**config.mk**
```make
export PLATFORM = sky130hd
export DESIGN_NAME = imem_loader
export DESIGN_NICKNAME = d
export VERILOG_FILES = /design/src/rtl/imem_loader.sv
export SDC_FILE = /design/constraint.sdc
export NUM_CORES = 1
export LEC_CHECK = 0
export ABC_CLOCK_PERIOD_IN_PS = 4500
export CAP_MARGIN = 25
export CORE_MARGIN = 5
export CORE_UTILIZATION = 50
export DETAILED_ROUTE_END_ITERATION = 8
export GPL_TIMING_DRIVEN = 1
export PLACE_DENSITY = 0.75
export SLEW_MARGIN = 40
export SYNTH_ARGS = -nofsm -noshare
export SYNTH_HDL_FRONTEND = slang
export SYNTH_SLANG_ARGS = --single-unit
```
**constraint.sdc**
```tcl
create_clock -name clk -period 4.5 [get_ports clk]
set_input_delay 1.125 -clock clk [delete_from_list [all_inputs] [get_ports clk]]
set_output_delay 1.125 -clock clk [all_outputs]
set_load 0.02 [all_outputs]
```
**src/rtl/imem_loader.sv**
```systemverilog
// ---------------------------------------------------------------------------
// imem_loader
//
// Boot-time writer for the byte-addressable instruction ROM. It accepts a
// framed byte stream over a valid/ready handshake:
//     4-byte little-endian word count C, 4*C image bytes, 1 checksum byte S.
// Each image byte is written to consecutive byte addresses starting at 0.
// The frame is good when (sum of image bytes + S) mod 256 == 0. The core
// must be held in reset while busy is high.
//
// Ports
//   clk       in   system clock, all logic on posedge
//   rst       in   synchronous active-high reset
//   start     in   begin a load frame (honoured in IDLE, DONE and ERR only)
//   in_valid  in   stream byte valid
//   in_data   in   stream byte [7:0]
//   in_ready  out  loader accepts a byte this cycle (HDR/DATA/CHK)
//   mem_we    out  one-cycle byte write strobe to instruction memory
//   mem_addr  out  byte address [31:0]; bits above clog2(4N) are always 0
//   mem_wd    out  byte to write [7:0]
//   busy      out  load in progress
//   done      out  last frame loaded with a matching checksum
//   err       out  2'b01 length overflow, 2'b10 checksum mismatch
// ---------------------------------------------------------------------------
module imem_loader #(
    parameter int N = 1024
) (
    input  logic        clk,
    input  logic        rst,
    input  logic        start,
    input  logic        in_valid,
    input  logic [7:0]  in_data,
    output logic        in_ready,
    output logic        mem_we,
    output logic [31:0] mem_addr,
    output logic [7:0]  mem_wd,
    output logic        busy,
    output logic        done,
    output logic [1:0]  err
);

    localparam int AW = $clog2(4 * N);
    // One extra bit so that C == N reaches byte 4N-1 without wrapping.
    localparam int CW = AW + 1;
    localparam logic [CW-3:0] ONE_W = 1;

    typedef enum logic [2:0] {
        S_IDLE,
        S_HDR,
        S_DATA,
        S_CHK,
        S_DONE,
        S_ERR
    } state_t;

    state_t          r_state;
    state_t          w_next;

    logic [23:0]     r_hdr;        // upper three header bytes seen so far
    logic [1:0]      r_hdr_idx;
    logic [CW-1:0]   r_cnt;        // image byte index, 0..4C-1
    logic [CW-1:0]   r_last;       // 4C-1, latched after the header
    logic [7:0]      r_sum;
    logic [1:0]      r_err;
    logic            r_mem_we;
    logic [AW-1:0]   r_mem_addr;
    logic [7:0]      r_mem_wd;

    logic            w_xfer;
    logic [31:0]     w_hdr_c;
    logic            w_hdr_last;
    logic            w_ovf;
    logic            w_empty;
    logic [CW-3:0]   w_cm1;
    logic            w_data_last;
    logic [7:0]      w_sum_next;
    logic            w_start_ok;

    assign w_xfer      = in_valid && in_ready;
    // Little-endian shift: the first header byte ends up in bits [7:0].
    assign w_hdr_c     = {in_data, r_hdr};
    assign w_hdr_last  = (r_hdr_idx == 2'd3);
    assign w_ovf       = (w_hdr_c > 32'(N));
    assign w_empty     = (w_hdr_c == 32'd0);
    assign w_cm1       = w_hdr_c[CW-3:0] - ONE_W;
    assign w_data_last = (r_cnt == r_last);
    assign w_sum_next  = r_sum + in_data;
    assign w_start_ok  = start && ((r_state == S_IDLE) || (r_state == S_DONE) ||
                                   (r_state == S_ERR));

    // State register
    always_ff @(posedge clk) begin
        if (rst) begin
            r_state <= S_IDLE;
        end else begin
            r_state <= w_next;
        end
    end

    // Next-state logic
    always_comb begin
        w_next = r_state;
        case (r_state)
            S_IDLE: begin
                if (start) w_next = S_HDR;
            end
            S_HDR: begin
                if (w_xfer && w_hdr_last) begin
                    if (w_ovf)        w_next = S_ERR;
                    else if (w_empty) w_next = S_CHK;
                    else              w_next = S_DATA;
                end
            end
            S_DATA: begin
                if (w_xfer && w_data_last) w_next = S_CHK;
            end
            S_CHK: begin
                if (w_xfer) w_next = (w_sum_next == 8'd0) ? S_DONE : S_ERR;
            end
            S_DONE, S_ERR: begin
                if (start) w_next = S_HDR;
            end
            default: w_next = S_IDLE;
        endcase
    end

    // State-decoded outputs; in_ready never looks at in_valid.
    always_comb begin
        busy = 1'b0;
        done = 1'b0;
        case (r_state)
            S_HDR, S_DATA, S_CHK: busy = 1'b1;
            S_DONE:               done = 1'b1;
            default: ;
        endcase
        in_ready = busy;
    end

    // Header, counter, checksum and registered memory write port.
    always_ff @(posedge clk) begin
        if (rst) begin
            r_hdr_idx  <= 2'd0;
            r_cnt      <= '0;
            r_sum      <= 8'd0;
            r_err      <= 2'b00;
            r_mem_we   <= 1'b0;
            r_mem_addr <= '0;
            r_mem_wd   <= 8'd0;
        end else begin
            r_mem_we <= 1'b0;
            if (w_start_ok) begin
                r_hdr_idx <= 2'd0;
                r_cnt     <= '0;
                r_sum     <= 8'd0;
                r_err     <= 2'b00;
            end
            case (r_state)
                S_HDR: begin
                    if (w_xfer) begin
                        r_hdr     <= w_hdr_c[31:8];
                        r_hdr_idx <= r_hdr_idx + 2'd1;
                        if (w_hdr_last) begin
                            r_last <= {w_cm1, 2'b11};
                            if (w_ovf) r_err <= 2'b01;
                        end
                    end
                end
                S_DATA: begin
                    if (w_xfer) begin
                        r_mem_we   <= 1'b1;
                        r_mem_addr <= r_cnt[AW-1:0];
                        r_mem_wd   <= in_data;
                        r_sum      <= w_sum_next;
                        r_cnt      <= r_cnt + CW'(1);
                    end
                end
                S_CHK: begin
                    if (w_xfer && (w_sum_next != 8'd0)) r_err <= 2'b10;
                end
                default: ;
            endcase
        end
    end

    assign mem_we   = r_mem_we;
    assign mem_addr = {{(32 - AW){1'b0}}, r_mem_addr};
    assign mem_wd   = r_mem_wd;
    assign err      = r_err;

endmodule

```
Yosys cells after proc, flatten, opt, wreduce, memory -nomap -nowiden:

Cells that the tools add are included.

* $add $sub $neg: 4
* magnitude comparators: 1
* equal/unequal tests: 11
* multiplexer cells: 26
* bitwise operators: 2
* reductions and logical operators: 18

Operators by type and width (count)
* $mux 13: 3
* $gt 32x11->1 const B: 1
* $logic_not 32->1: 1
* $mux 8: 3
* $mux 2: 8
* $mux 3: 5
* $add 13x1->13 const B: 1
* $eq 13x13->1: 1
* $pmux 3 s4: 1
* $sub 11x1->11 const B: 1
* $add 8x8->8: 1
* $logic_not 8->1: 1
* $reduce_and 4->1: 2
* $reduce_bool 8->1: 1
* $eq 3x2->1 const B: 2
* $eq 3x3->1 const B: 2
* $ne 2x2->1 const B: 3
* $reduce_or 3->1: 2
* $logic_and 1x1->1: 5
* $mux 1: 5
* $pmux 2 s2: 1
* $eq 3x1->1 const B: 1
* $logic_not 3->1: 1
* $reduce_and 3->1: 1
* other kinds (7): 9

* bits in registers: 84
* output and inout port bits: 46
* logic and storage cells: 72

Logic depth before layout (Yosys ltp):

* depth in word-level cells: 9
* gate-level depth with buffers: 8
* mapped depth without buffers: 8

Worst setup path before layout:

OpenSTA, ideal clock, no wires.

* path kind: input-to-reg
* start point: in in_data[0]
* end point: reg r_err[1] (netlist: err[1])
* arrival time: 3193 ps
* data required time: 4384 ps
* path slack: 1191 ps
* stages: 7
* buffers on the path: 0
* path through: ha_1 > fa_1 > xor2_1 > or3_1 > or4_4 > o31a_1 > o211a_1

* word-level cells in the longest chain between the ends: 5
* elaborated cells on any way between the ends: 9

Ends and longest elaborated chain
* from (decl): line 32 `input logic [7:0] in_data,`
* $gt 32x11->1 / $add 8x8->8 (equally long branches): line 83, 87
* $mux 2 / $reduce_bool 8->1 (equally long branches): line 164, 178
* $mux 2 / $logic_and 1x1->1 (equally long branches): line 162, 178
* $mux 2, on equally long branches: line 159, 178
* $pmux 2 s2 (*): line 157 `case (r_state)`
* to (signal assigned): line 155 `r_err <= 2'b00;`
* to (signal assigned): line 164 `if (w_ovf) r_err <= 2'b01;`
* to (signal assigned): line 178 `if (w_xfer && (w_sum_next != 8'd0)) r_err <= 2'b10;`
* to (decl): line 64 `logic [1:0] r_err;`

Mark *: on every way between the ends. The rest lies on a longest branch, timed or not.
A chain may end at the register's enable or synchronous reset.

Worst setup path in the final report:

Same ends and word-level chain as after synthesis.

==> key figures <==
Status
  – Status: completed

Floorplanning
  – Io pins: 58
  – DIE HEIGHT: 98.3 microns
  – Std-Cell Rows: 32
  – Total core area: 7650 sq um
  – Initial Util: 51.0%
  – Die width: 98.3 microns
  – Die area: 9670 sq um

Drt
  – Routed vias/inst: 5.39
  – WL final: 8.00 mm
  – DRT antenna net count: 0
  – Via count: 2894
  – # DRC: 0
  – DRT Pass-1 Iters: 4
  – Initial DRC count: 171
  – WL per Instance: 14.9 microns

Clocking
  – PostCTS Resize Cnt: 0
  – Reg clk slew, reported paths: 90 ps
  – Cts bufs inserted: 9
  – Postcts setup bufs: 0
  – H-Tree Depth: 3
  – Clock buffer depth: 2
  – Root Buffer Master: clkbuf_8
  – TritonCTS clock tree: yes
  – Worst skew pair latency: 350 ps
  – CTS sink cnt: 84
  – Cts hold-fix bufs: 0

Power and ir drop
  – Switching share of power: 24.0%
  – Pwr Density: 342 nW/um^2
  – Part of the power in combinational logic: 8.6%
  – Leakage: 1.59 nW
  – NetSw: 0.369 mW
  – Max VDD drop: 238 uV
  – Internal: 1.17 mW
  – Clk pwr share: 37.4%
  – Flop pwr share: 53.9%

Setup path
  – CP Launch Type: input pin
  – Max Fanout on Critical Path: 4
  – Slowest-stage cell, CP: or4_4
  – Crit Path Class: input pin to register
  – Reg-to-Reg Start: r_sum[0]$_SDFF_PP0_
  – Critical path data required time: 4750 ps
  – Buf/Inv on CP: 1
  – R2R Setup Slk: 1890 ps
  – CP top delay family: simple AND/OR/NAND/NOR gates
  – Crit-path max cell delay: 520 ps
  – Worst r2r path cells: 7
  – Reg-to-reg endpoint: err[1]$_SDFF_PP0_
  – CP Data Arrival Time: 3840 ps
  – CP cell instances: clkdlybuf4s50_1 > ha_1 > fa_1 > xor2_1 > or3_1 > or4_4 > o31a_1 > o211a_1
  – CP Capture Type: register

Placed design
  – Placed cell count: 521
  – Routability congestion estimate: 0.821
  – Post-Place Cell Area: 4270 sq um
  – Pre-CTS setup slack: 576 ps
  – I/O Buffers: 37
  – DP Wirelength: 5.73 mm

Logic synthesis
  – Yosys reg bits: 84
  – Area leader, netlist: edfxtp_1
  – Yosys cell types: 50
  – YS warnings: 0
  – Post-synth ARST share: 0%
  – Syn_area_per_cell: 9.73 sq um
  – Synth Cell Area: 3900 sq um
  – Largest cells by area after synthesis: edfxtp_1 27%, dfxtp_1 25%, nand2_1 6.3%, xor2_1 5.6%, a21oi_1 5.3%
  – Post-synth EDFFs: 35
  – Mapped Cells: 401
  – Yosys top cell area share: 26.9%
  – Sequential-to-total area share from yosys stat: 52.1%
  – Top FF cell, synth: dfxtp_1

Timing
  – Pins Over Slew Limit: 0
  – Rel. slew slack: 54.3%
  – Unrepaired setup endpoints after global routing: false
  – Setup TNS: 0 ps
  – FMAX: 0.278 GHz
  – Tcrit/Tclk final: 79.9%
  – Fin. Hold Viols: 0
  – Crit path time final: 3590 ps
  – Worst slew pin tran: 684 ps
  – Setup-failing EPs final: 0
  – Fin worst setup slack: 906 ps
  – Worst Skew: 12.6 ps

Layout
  – Most common library cell in the layout ignoring fill and taps: nand2_1
  – Share of cells above drive strength 1: 6.67%
  – Area delta synth->final: 15.2%
  – Most frequent cells in the layout: 65 x nand2_1, 49 x dfxtp_1, 41 x a21oi_1
  – Final std cells w/o fill: 537
  – Fin area: 4490 sq um
  – Nets@finish: 454
  – Antenna diode instance count: 0

Global routing
  – Vias in the first global route: 2772
  – Tot GR Track Use: 16.6%
  – Grt total ovfl: 0
  – First-pass GRT wire length: 13.0 mm
  – Largest net degree at the start of global routing: 52
  – Initial antenna violation count: 0

Min path
  – Hold-critical path depth: 2
  – Min-delay src: r_mem_addr[8]$_SDFFE_PP0P_
  – Worst hold endpoint: r_mem_addr[8]$_SDFFE_PP0P_
  – Worst hold path class: register to register

Job
  – MaxCap Viol Count: 0
-- synthesized netlist by cell type, drive strengths merged (3+ instances only) --
library cell  instances
nor4                  9
buf                  24
and3                  4
a21oi                41
ha                   11
edfxtp               35
a211oi                4
o31ai                 4
nand3b                3
xor2                 25
nor2b                 3
xnor2                 5
and2                  3
nand3                21
nand4                 5
nor2                 25
or2                   3
o21ai                 3
nor3                 11
inv                   4
nand2                65
dfxtp                49
clkbuf               17
-- cells by family (layout without fill, tap and decap cells) --
| logic type | Yosys count | count (layout) | share of synthesized area, % |
|---|---|---|---|
| compound gates | 64 | 64 | 9.88 |
| simple gates | 163 | 163 | 20.1 |
| fa+ha+maj | 12 | 12 | 4.04 |
| mux | 2 | 2 | 0.545 |
| xor+xnor | 30 | 30 | 6.74 |
| flops | 84 | 84 | 52.1 |
| buf+inv | 45 | 60 | 6.45 |
| other cells | 1 | 20 | 0.0962 |
-- worst reg2reg max path: cells and delay by family (launching register included) --
kind	cells	cell delay [ps]
simple gates	2	830
fa+ha+maj	2	650
flops	1	330
xor+xnor	1	190
compound gates	2	510
-- power groups by stage --
stage	sequential, mW	clock [mW]	combinational (mW)
2_1_floorplan	0.834	0	0.112
3_3_place_gp	0.846	0	0.128
3_5_place_dp	0.846	0	0.132
4_1_cts	0.829	0.588	0.132
5_1_grt	0.832	0.621	0.145
6_report	0.829	0.575	0.133
-- per-layer routing --
layer  up-vias  GRT usage [%]  wire (microns)
li1       1426              -               -
met1      1349           19.4            3220
met2        96           29.0            4100
met3        23           4.36             474
met4         0           6.51             212
met5         -              0               0
-- through the flow --
stage	power (mW)	hold slack (ps)	util (%)
floorplan	0.946	427	-
global placement	0.974	436	55.8
detailed placement	0.978	439	55.8
CTS	1.55	458	58.8
global route	1.60	482	58.8
finish	1.54	456	58.8
-- registers in the layout (all words and copies together) (netlist names) --
name	cells
r_hdr	24
r_cnt	13
r_mem_addr	12
r_last	11
mem_wd	8
r_sum	8
r_state	3
err	2
r_hdr_idx	2
mem_we	1
-- worst max path at each step --
| stage | from | endpoint | slack [ps] | cells past startpoint |
|---|---|---|---|---|
| after floorplan | in_data[0] | err[1]$_SDFF_PP0_ | 1190 | 7 |
| after global placement | in_data[0] | err[1]$_SDFF_PP0_ | 640 | 8 |
| after detailed placement | in_data[0] | err[1]$_SDFF_PP0_ | 580 | 8 |
| after CTS | in_data[0] | err[1]$_SDFF_PP0_ | 930 | 8 |
| after global routing | in_data[1] | err[1]$_SDFF_PP0_ | 790 | 8 |
| final | in_data[0] | err[1]$_SDFF_PP0_ | 910 | 8 |
-- cell type report --
cell class / instances / area [sq um]
inverter: 4 / 15.0
clock inverter: 4 / 52.6
tap: 102 / 128
fill: 635 / 3150
clock buffer: 12 / 170
multi-input combinational: 291 / 1710
sequential: 84 / 2030
timing repair buffer: 40 / 390
No activity file was read; power rests on OpenSTA's default activity.
